===== config.mk =====
export PLATFORM = sky130hd
export DESIGN_NAME = audio_gain_stage
export DESIGN_NICKNAME = d
export VERILOG_FILES = /design/src/rtl/audio_gain_stage.sv
export SDC_FILE = /design/constraint.sdc
export NUM_CORES = 1
export LEC_CHECK = 0
export ABC_AREA = 1
export CAP_MARGIN = 20
export CORE_MARGIN = 2
export CORE_UTILIZATION = 65
export CTS_BUF_LIST = sky130_fd_sc_hd__clkbuf_4
export DETAILED_ROUTE_END_ITERATION = 8
export PLACE_DENSITY = 0.85
export SETUP_SLACK_MARGIN = 0.5
export SLEW_MARGIN = 10
export SYNTH_ARGS = -nofsm -noshare
export SYNTH_HDL_FRONTEND = slang
export SYNTH_SLANG_ARGS = --single-unit

===== constraint.sdc =====
create_clock -name clk -period 8.1 [get_ports clk]
set_input_delay 1.62 -clock clk [delete_from_list [all_inputs] [get_ports clk]]
set_output_delay 1.62 -clock clk [all_outputs]
set_load 0.005 [all_outputs]

===== src/rtl/audio_gain_stage.sv =====
`default_nettype none
// +--------------------------------------------------------------------------+
// | Module      : audio_gain_stage                                           |
// | Description : Per-sample ramped gain with soft mute and saturation to    |
// |               the codec word length, placed between I2S RX and I2S TX.   |
// |               Two-stage pipeline, one sample per clock, latency 2.       |
// | Ports       : clk, rst_n     - system clock, async active-low reset      |
// |               in_data_i      - received sample, bits [WL-1:0] used       |
// |               in_valid_i     - one-cycle strobe qualifying in_data_i     |
// |               gain_target_i  - unsigned Q1.7 gain (128 = unity)          |
// |               mute_i         - level, forces the effective target to 0   |
// |               out_data_o     - processed sample, sign-extended to 32 bit |
// |               out_valid_o    - one-cycle strobe marking new out_data_o   |
// |               clip_o         - result of this sample was saturated       |
// |               cur_gain_o     - gain currently applied                    |
// |               ramp_busy_o    - cur_gain_o differs from effective target  |
// | Revision    : 1.0 - initial release                                      |
// +--------------------------------------------------------------------------+
module audio_gain_stage #(
   parameter int WL        = 24,
   parameter int RAMP_STEP = 1
) (
   input  logic        clk,
   input  logic        rst_n,
   input  logic [31:0] in_data_i,
   input  logic        in_valid_i,
   input  logic [7:0]  gain_target_i,
   input  logic        mute_i,
   output logic [31:0] out_data_o,
   output logic        out_valid_o,
   output logic        clip_o,
   output logic [7:0]  cur_gain_o,
   output logic        ramp_busy_o
);

   typedef enum logic [1:0] {
      STEADY = 2'd0,
      UP     = 2'd1,
      DOWN   = 2'd2
   } ramp_state_e;

   localparam logic [8:0] STEP9 = 9'(RAMP_STEP);

   // Bits above the word length carry no audio.
   logic unused_hi;
   assign unused_hi = ^in_data_i[31:WL];

   // ------------------------------------------------------------------
   // Ramp control
   // ------------------------------------------------------------------
   logic [7:0]  tgt;
   logic [7:0]  cur_gain_q, cur_gain_d;
   ramp_state_e state_q, state_d;
   logic [8:0]  up_sum;
   logic [8:0]  down_lim;

   assign tgt         = mute_i ? 8'd0 : gain_target_i;
   assign ramp_busy_o = (cur_gain_q != tgt);
   assign cur_gain_o  = cur_gain_q;

   always_ff @(posedge clk or negedge rst_n) begin
      if (!rst_n) begin
         state_q    <= STEADY;
         cur_gain_q <= 8'd0;
      end else begin
         state_q    <= state_d;
         cur_gain_q <= cur_gain_d;
      end
   end

   // Direction is re-decided from scratch on every accepted sample, so a
   // target change mid-ramp simply flips or stops the ramp. Comparisons are
   // done 9 bits wide so the step never wraps and the gain cannot overshoot.
   always_comb begin
      state_d    = state_q;
      cur_gain_d = cur_gain_q;
      up_sum     = {1'b0, cur_gain_q} + STEP9;
      down_lim   = {1'b0, tgt} + STEP9;
      if (in_valid_i) begin
         if (cur_gain_q < tgt) begin
            state_d    = UP;
            cur_gain_d = (up_sum >= {1'b0, tgt}) ? tgt : up_sum[7:0];
         end else if (cur_gain_q > tgt) begin
            state_d    = DOWN;
            cur_gain_d = ({1'b0, cur_gain_q} <= down_lim) ? tgt
                                                         : (cur_gain_q - STEP9[7:0]);
         end else begin
            state_d    = STEADY;
         end
      end
   end

   // ------------------------------------------------------------------
   // Stage 1: capture sample and the gain in force before the ramp update
   // ------------------------------------------------------------------
   logic [WL-1:0] s1_data_q;
   logic [7:0]    s1_gain_q;
   logic          s1_valid_q;

   always_ff @(posedge clk or negedge rst_n) begin
      if (!rst_n) begin
         s1_data_q  <= '0;
         s1_gain_q  <= 8'd0;
         s1_valid_q <= 1'b0;
      end else begin
         s1_valid_q <= in_valid_i;
         if (in_valid_i) begin
            s1_data_q <= in_data_i[WL-1:0];
            s1_gain_q <= cur_gain_q;
         end
      end
   end

   // ------------------------------------------------------------------
   // Stage 2: multiply, floor-shift by 7, saturate to WL bits
   // ------------------------------------------------------------------
   logic [WL+8:0]        prod;
   logic signed [WL+8:0] shifted;
   logic [WL+8:WL-1]     top;
   logic                 fits;
   logic [WL-1:0]        sat_val;
   logic [31:0]          out_data_d;

   always_comb begin
      // Two's-complement product: the low WL+9 bits of an unsigned multiply
      // of the sign-extended sample and zero-extended gain are exact.
      prod    = {{9{s1_data_q[WL-1]}}, s1_data_q} * {{(WL+1){1'b0}}, s1_gain_q};
      shifted = $signed(prod) >>> 7;
      top     = shifted[WL+8:WL-1];
      // The result fits in WL bits when every bit from the WL-1 sign position
      // upward agrees.
      fits    = (&top) | ~(|top);
      if (fits) begin
         sat_val = shifted[WL-1:0];
      end else if (shifted[WL+8]) begin
         sat_val = {1'b1, {(WL-1){1'b0}}};
      end else begin
         sat_val = {1'b0, {(WL-1){1'b1}}};
      end
      out_data_d = {{(32-WL){sat_val[WL-1]}}, sat_val};
   end

   logic [31:0] out_data_q;
   logic        out_valid_q;
   logic        clip_q;

   always_ff @(posedge clk or negedge rst_n) begin
      if (!rst_n) begin
         out_data_q  <= 32'd0;
         out_valid_q <= 1'b0;
         clip_q      <= 1'b0;
      end else begin
         out_valid_q <= s1_valid_q;
         if (s1_valid_q) begin
            out_data_q <= out_data_d;
            clip_q     <= ~fits;
         end
      end
   end

   assign out_data_o  = out_data_q;
   assign out_valid_o = out_valid_q;
   assign clip_o      = clip_q;

endmodule
`default_nettype wire

==> impl_metrics.tcl <==
set metrics [dict create \
    reg2reg_from "s1_gain_q[0]" \
    tritoncts "built" \
    grtUsageTotal_pct 29.1 \
    synth_seq_cells 67 \
    final_clock_period_utilization_by_the_worst_path_pct 69.9 \
    multi_input_comb_area_um2 7770 \
    synthDistinctLibCells 40 \
    filler_cell_count 1433 \
    post_cts.resized_instances 0 \
    worst_hold_path_type "flip-flop to flip-flop" \
    critPathRequiredTime_ns 8.43 \
    floorplan.die_area_um2 18300 \
    largest_net_degree_at_the_start_of_global_routing 68 \
    io_pins 87 \
    drt-initial-drc-count 484 \
    grt_pass1_vias 9546 \
    min_delay_worst_endpoint "out_data_o[0]" \
    final_util_pct 70.7 \
    syn-cell-area_um2 11200 \
    synth-seq-area-share_pct 14.9 \
    synth_edf_count 0 \
    avgRoutedWirePerCell_um 13.9 \
    finalSetupViolCount 0 \
    first_pass_iters 5 \
    grt_remaining_overflow 0 \
    clk_path_buf_depth 2 \
    std_cell_rows 48 \
    r2r_end "out_data_o[14]" \
    crit_arrival_ns 5.99 \
    gpl.final_weighted_congestion 0.931 \
    share_of_the_synthesized_area_in_the_top_cell_type_pct 26.6 \
    worst_slew_slack_as_a_fraction_of_its_limit_pct 32.4 \
    drc 0 \
    reg2regPathDepth 19 \
    cts_setup_buffers 0 \
    setup_repair_after_global_routing_missed_its_margin "no" \
    yosysMostFrequentCell "sky130_fd_sc_hd__inv_1" \
    cts.sink_count 67 \
    detail_route.vias_per_cell 5.21 \
    area.growth.synth_to_final_pct 7.75 \
    setup-tns-final_ns 0 \
    die_height_um 135 \
    post_cts_hold_buffer_count 0 \
    cts-buffers-inserted 9 \
    drtAntennaViolNets 0 \
    synthesis.instances 1512 \
    clkTransAtPathRegs_ns 0.14 \
    timing_worst_setup_path_type "flip-flop to flip-flop" \
    start_util_pct 65.6 \
    largest_driver_fanout_on_the_critical_path 24 \
    max-cap-violations 0 \
    synth_nets 1795 \
    yosys-top-cells-area "sky130_fd_sc_hd__fa_1 (27%), sky130_fd_sc_hd__dfrtp_1 (15%), sky130_fd_sc_hd__inv_1 (13%)" \
    clock_latency_on_the_worst_skew_pair_ns 0.47 \
    ctsRootBufferMaster "sky130_fd_sc_hd__clkbuf_4" \
    cp-start-kind "flip-flop" \
    timing_hold_violations_final 0 \
    core_area_um2 17100 \
    cts.htree.levels 3 \
    initial_antenna_violation_count 1 \
    ys_dominant_reg_cell "sky130_fd_sc_hd__dfrtp_1" \
    fin_crit_ns 5.66 \
    global_route_wire_length_before_repair_um 42600 \
    clock.fmax_ghz 0.177 \
    worst_clk_skew_ns 0.0249 \
    placement.io_buffers 78 \
    worst-r2r-setup-slack_ns 2.44 \
    place_hpwl_um 19800 \
    fraction_of_final_layout_cells_with_drive_strength_greater_than_1_pct 6.04 \
    synthesis.area_per_instance_um2 7.43 \
    die_w_um 135 \
    yosysWarnings 0 \
    holdPathStages 2 \
    finalNetCount 1817 \
    drt-total-wl_um 24500 \
    synthDominantAreaCellType "sky130_fd_sc_hd__fa_1" \
    worst-slew-pin-transition_ns 1.01 \
    run_status "complete, no violations" \
    via_count 9196 \
    netlist_top_cells_count "sky130_fd_sc_hd__inv_1 (385), sky130_fd_sc_hd__nand2_1 (380), sky130_fd_sc_hd__fa_1 (149)" \
    synth_async_sr_flop_share_pct 100 \
    min-delay-start "out_data_o[0]" \
    critical_path.endpoint_type "flip-flop" \
    pins_over_their_slew_limit 0 \
    seq_area_um2 1680 \
]
[sequential cells by signal, indices dropped and copies added, names as in the netlist]
name / count
cur_gain_o: 8
s1_gain_q: 8
s1_valid_q: 1
out_data_o: 24
clip_o: 1
out_valid_o: 1
s1_data_q: 24
[critical path, cell delays in order (launching register included)]
cell	delay (ns)
sky130_fd_sc_hd__dfrtp_1	0.95
sky130_fd_sc_hd__nand2_1	0.30
sky130_fd_sc_hd__fa_1	0.75
sky130_fd_sc_hd__inv_1	0.12
sky130_fd_sc_hd__fa_1	0.47
sky130_fd_sc_hd__fa_1	0.54
sky130_fd_sc_hd__inv_1	0.04
sky130_fd_sc_hd__fa_1	0.47
sky130_fd_sc_hd__inv_1	0.04
sky130_fd_sc_hd__ha_1	0.35
sky130_fd_sc_hd__a21oi_1	0.23
sky130_fd_sc_hd__o21ai_0	0.18
sky130_fd_sc_hd__nand2_1	0.10
sky130_fd_sc_hd__nand3_1	0.06
sky130_fd_sc_hd__nor2_1	0.19
sky130_fd_sc_hd__nand2_2	0.08
sky130_fd_sc_hd__nand2_2	0.09
sky130_fd_sc_hd__nand3_2	0.10
sky130_fd_sc_hd__nand2_4	0.33
sky130_fd_sc_hd__a21oi_1	0.13
[logic make-up (layout without fill, tap and decap cells)]
kind of cell	after synthesis	count (layout)	synth area share [%]
flip-flops	67	67	14.9
multiplexers	26	26	2.61
other	0	1	0
AND/OR/NAND/NOR	568	568	20.7
adder cells (fa/ha/maj)	239	239	36.6
XOR/XNOR	39	39	3.04
buffers and inverters	460	487	15.9
AO/OA/AOI/OAI	113	113	6.21
[layer usage]
metal | global-route usage [%] | part of all wire, % | vias up
met4 | 11.6 | 3.3 | 0
met1 | 35.5 | 41 | 4382
met5 | 0 | 0 | -
met2 | 51.8 | 51 | 281
li1 | - | - | 4473
met3 | 4.34 | 5.4 | 60
[cells in the final DEF, fill, tap and decap left out, types with 2 or more instances in the layout]
| cell type | Yosys | layout |
|---|---|---|
| sky130_fd_sc_hd__inv_2 | 4 | 4 |
| sky130_fd_sc_hd__inv_1 | 385 | 385 |
| sky130_fd_sc_hd__fa_1 | 149 | 149 |
| sky130_fd_sc_hd__xor2_1 | 29 | 29 |
| sky130_fd_sc_hd__a21oi_2 | 20 | 20 |
| sky130_fd_sc_hd__nand2_1 | 380 | 380 |
| sky130_fd_sc_hd__dfrtp_1 | 67 | 67 |
| sky130_fd_sc_hd__a31oi_1 | 2 | 2 |
| sky130_fd_sc_hd__nand4_1 | 6 | 6 |
| sky130_fd_sc_hd__nand3b_1 | 2 | 2 |
| sky130_fd_sc_hd__nand3_1 | 52 | 52 |
| sky130_fd_sc_hd__nand2_2 | 15 | 15 |
| sky130_fd_sc_hd__o21ai_0 | 15 | 15 |
| sky130_fd_sc_hd__clkbuf_4 | 0 | 9 |
| sky130_fd_sc_hd__xnor2_1 | 10 | 10 |
| sky130_fd_sc_hd__buf_2 | 4 | 2 |
| sky130_fd_sc_hd__o21bai_1 | 12 | 12 |
| sky130_fd_sc_hd__a21oi_1 | 55 | 55 |
| sky130_fd_sc_hd__a21boi_0 | 3 | 3 |
| sky130_fd_sc_hd__clkinvlp_4 | 0 | 3 |
| sky130_fd_sc_hd__ha_1 | 90 | 90 |
| sky130_fd_sc_hd__buf_4 | 10 | 4 |
| sky130_fd_sc_hd__mux2_2 | 26 | 26 |
| sky130_fd_sc_hd__nand3_2 | 3 | 3 |
| sky130_fd_sc_hd__clkinv_1 | 0 | 2 |
| sky130_fd_sc_hd__nor2_1 | 92 | 92 |
| sky130_fd_sc_hd__clkdlybuf4s50_1 | 0 | 76 |
| sky130_fd_sc_hd__nor3_1 | 12 | 12 |
[through the flow]
| stage | std cells | area (um2) | setup WS [ns] | hold slack (ns) |
|---|---|---|---|---|
| floorplan | 1512 | 11200 | 3.37 | 0.352 |
| global placement | 1748 | 12000 | 2.57 | 0.500 |
| detailed placement | 1748 | 12000 | 2.53 | 0.502 |
| CTS | 1764 | 12100 | 2.48 | 0.533 |
| global route | 1765 | 12100 | 2.04 | 0.545 |
| finish | 1765 | 12100 | 2.44 | 0.528 |
[layout make-up]
cell class,count,area share [%]
inverter,389,12.1
timing repair buffer,82,6.62
sequential,67,13.9
multi-input combinational,985,64.2
tap,225,2.33
clock inverter,7,0.362
antenna,1,0.0207
clock buffer,9,0.558
[worst max-delay path by stage]
| stage | cells past startpoint | startpoint | slack [ns] | end |
|---|---|---|---|---|
| 2_1_floorplan | 23 | s1_gain_q[2] | 3.37 | out_data_o[0] |
| 3_3_place_gp | 19 | s1_gain_q[0] | 2.57 | out_data_o[17] |
| 3_5_place_dp | 19 | s1_gain_q[0] | 2.53 | out_data_o[17] |
| 4_1_cts | 19 | s1_gain_q[0] | 2.48 | out_data_o[14] |
| 5_1_grt | 21 | s1_gain_q[0] | 2.04 | out_data_o[17] |
| 6_report | 19 | s1_gain_q[0] | 2.44 | out_data_o[14] |
Power is not shown: default switching activity piles up to over one toggle a cycle in this logic, so the estimate is an artifact.
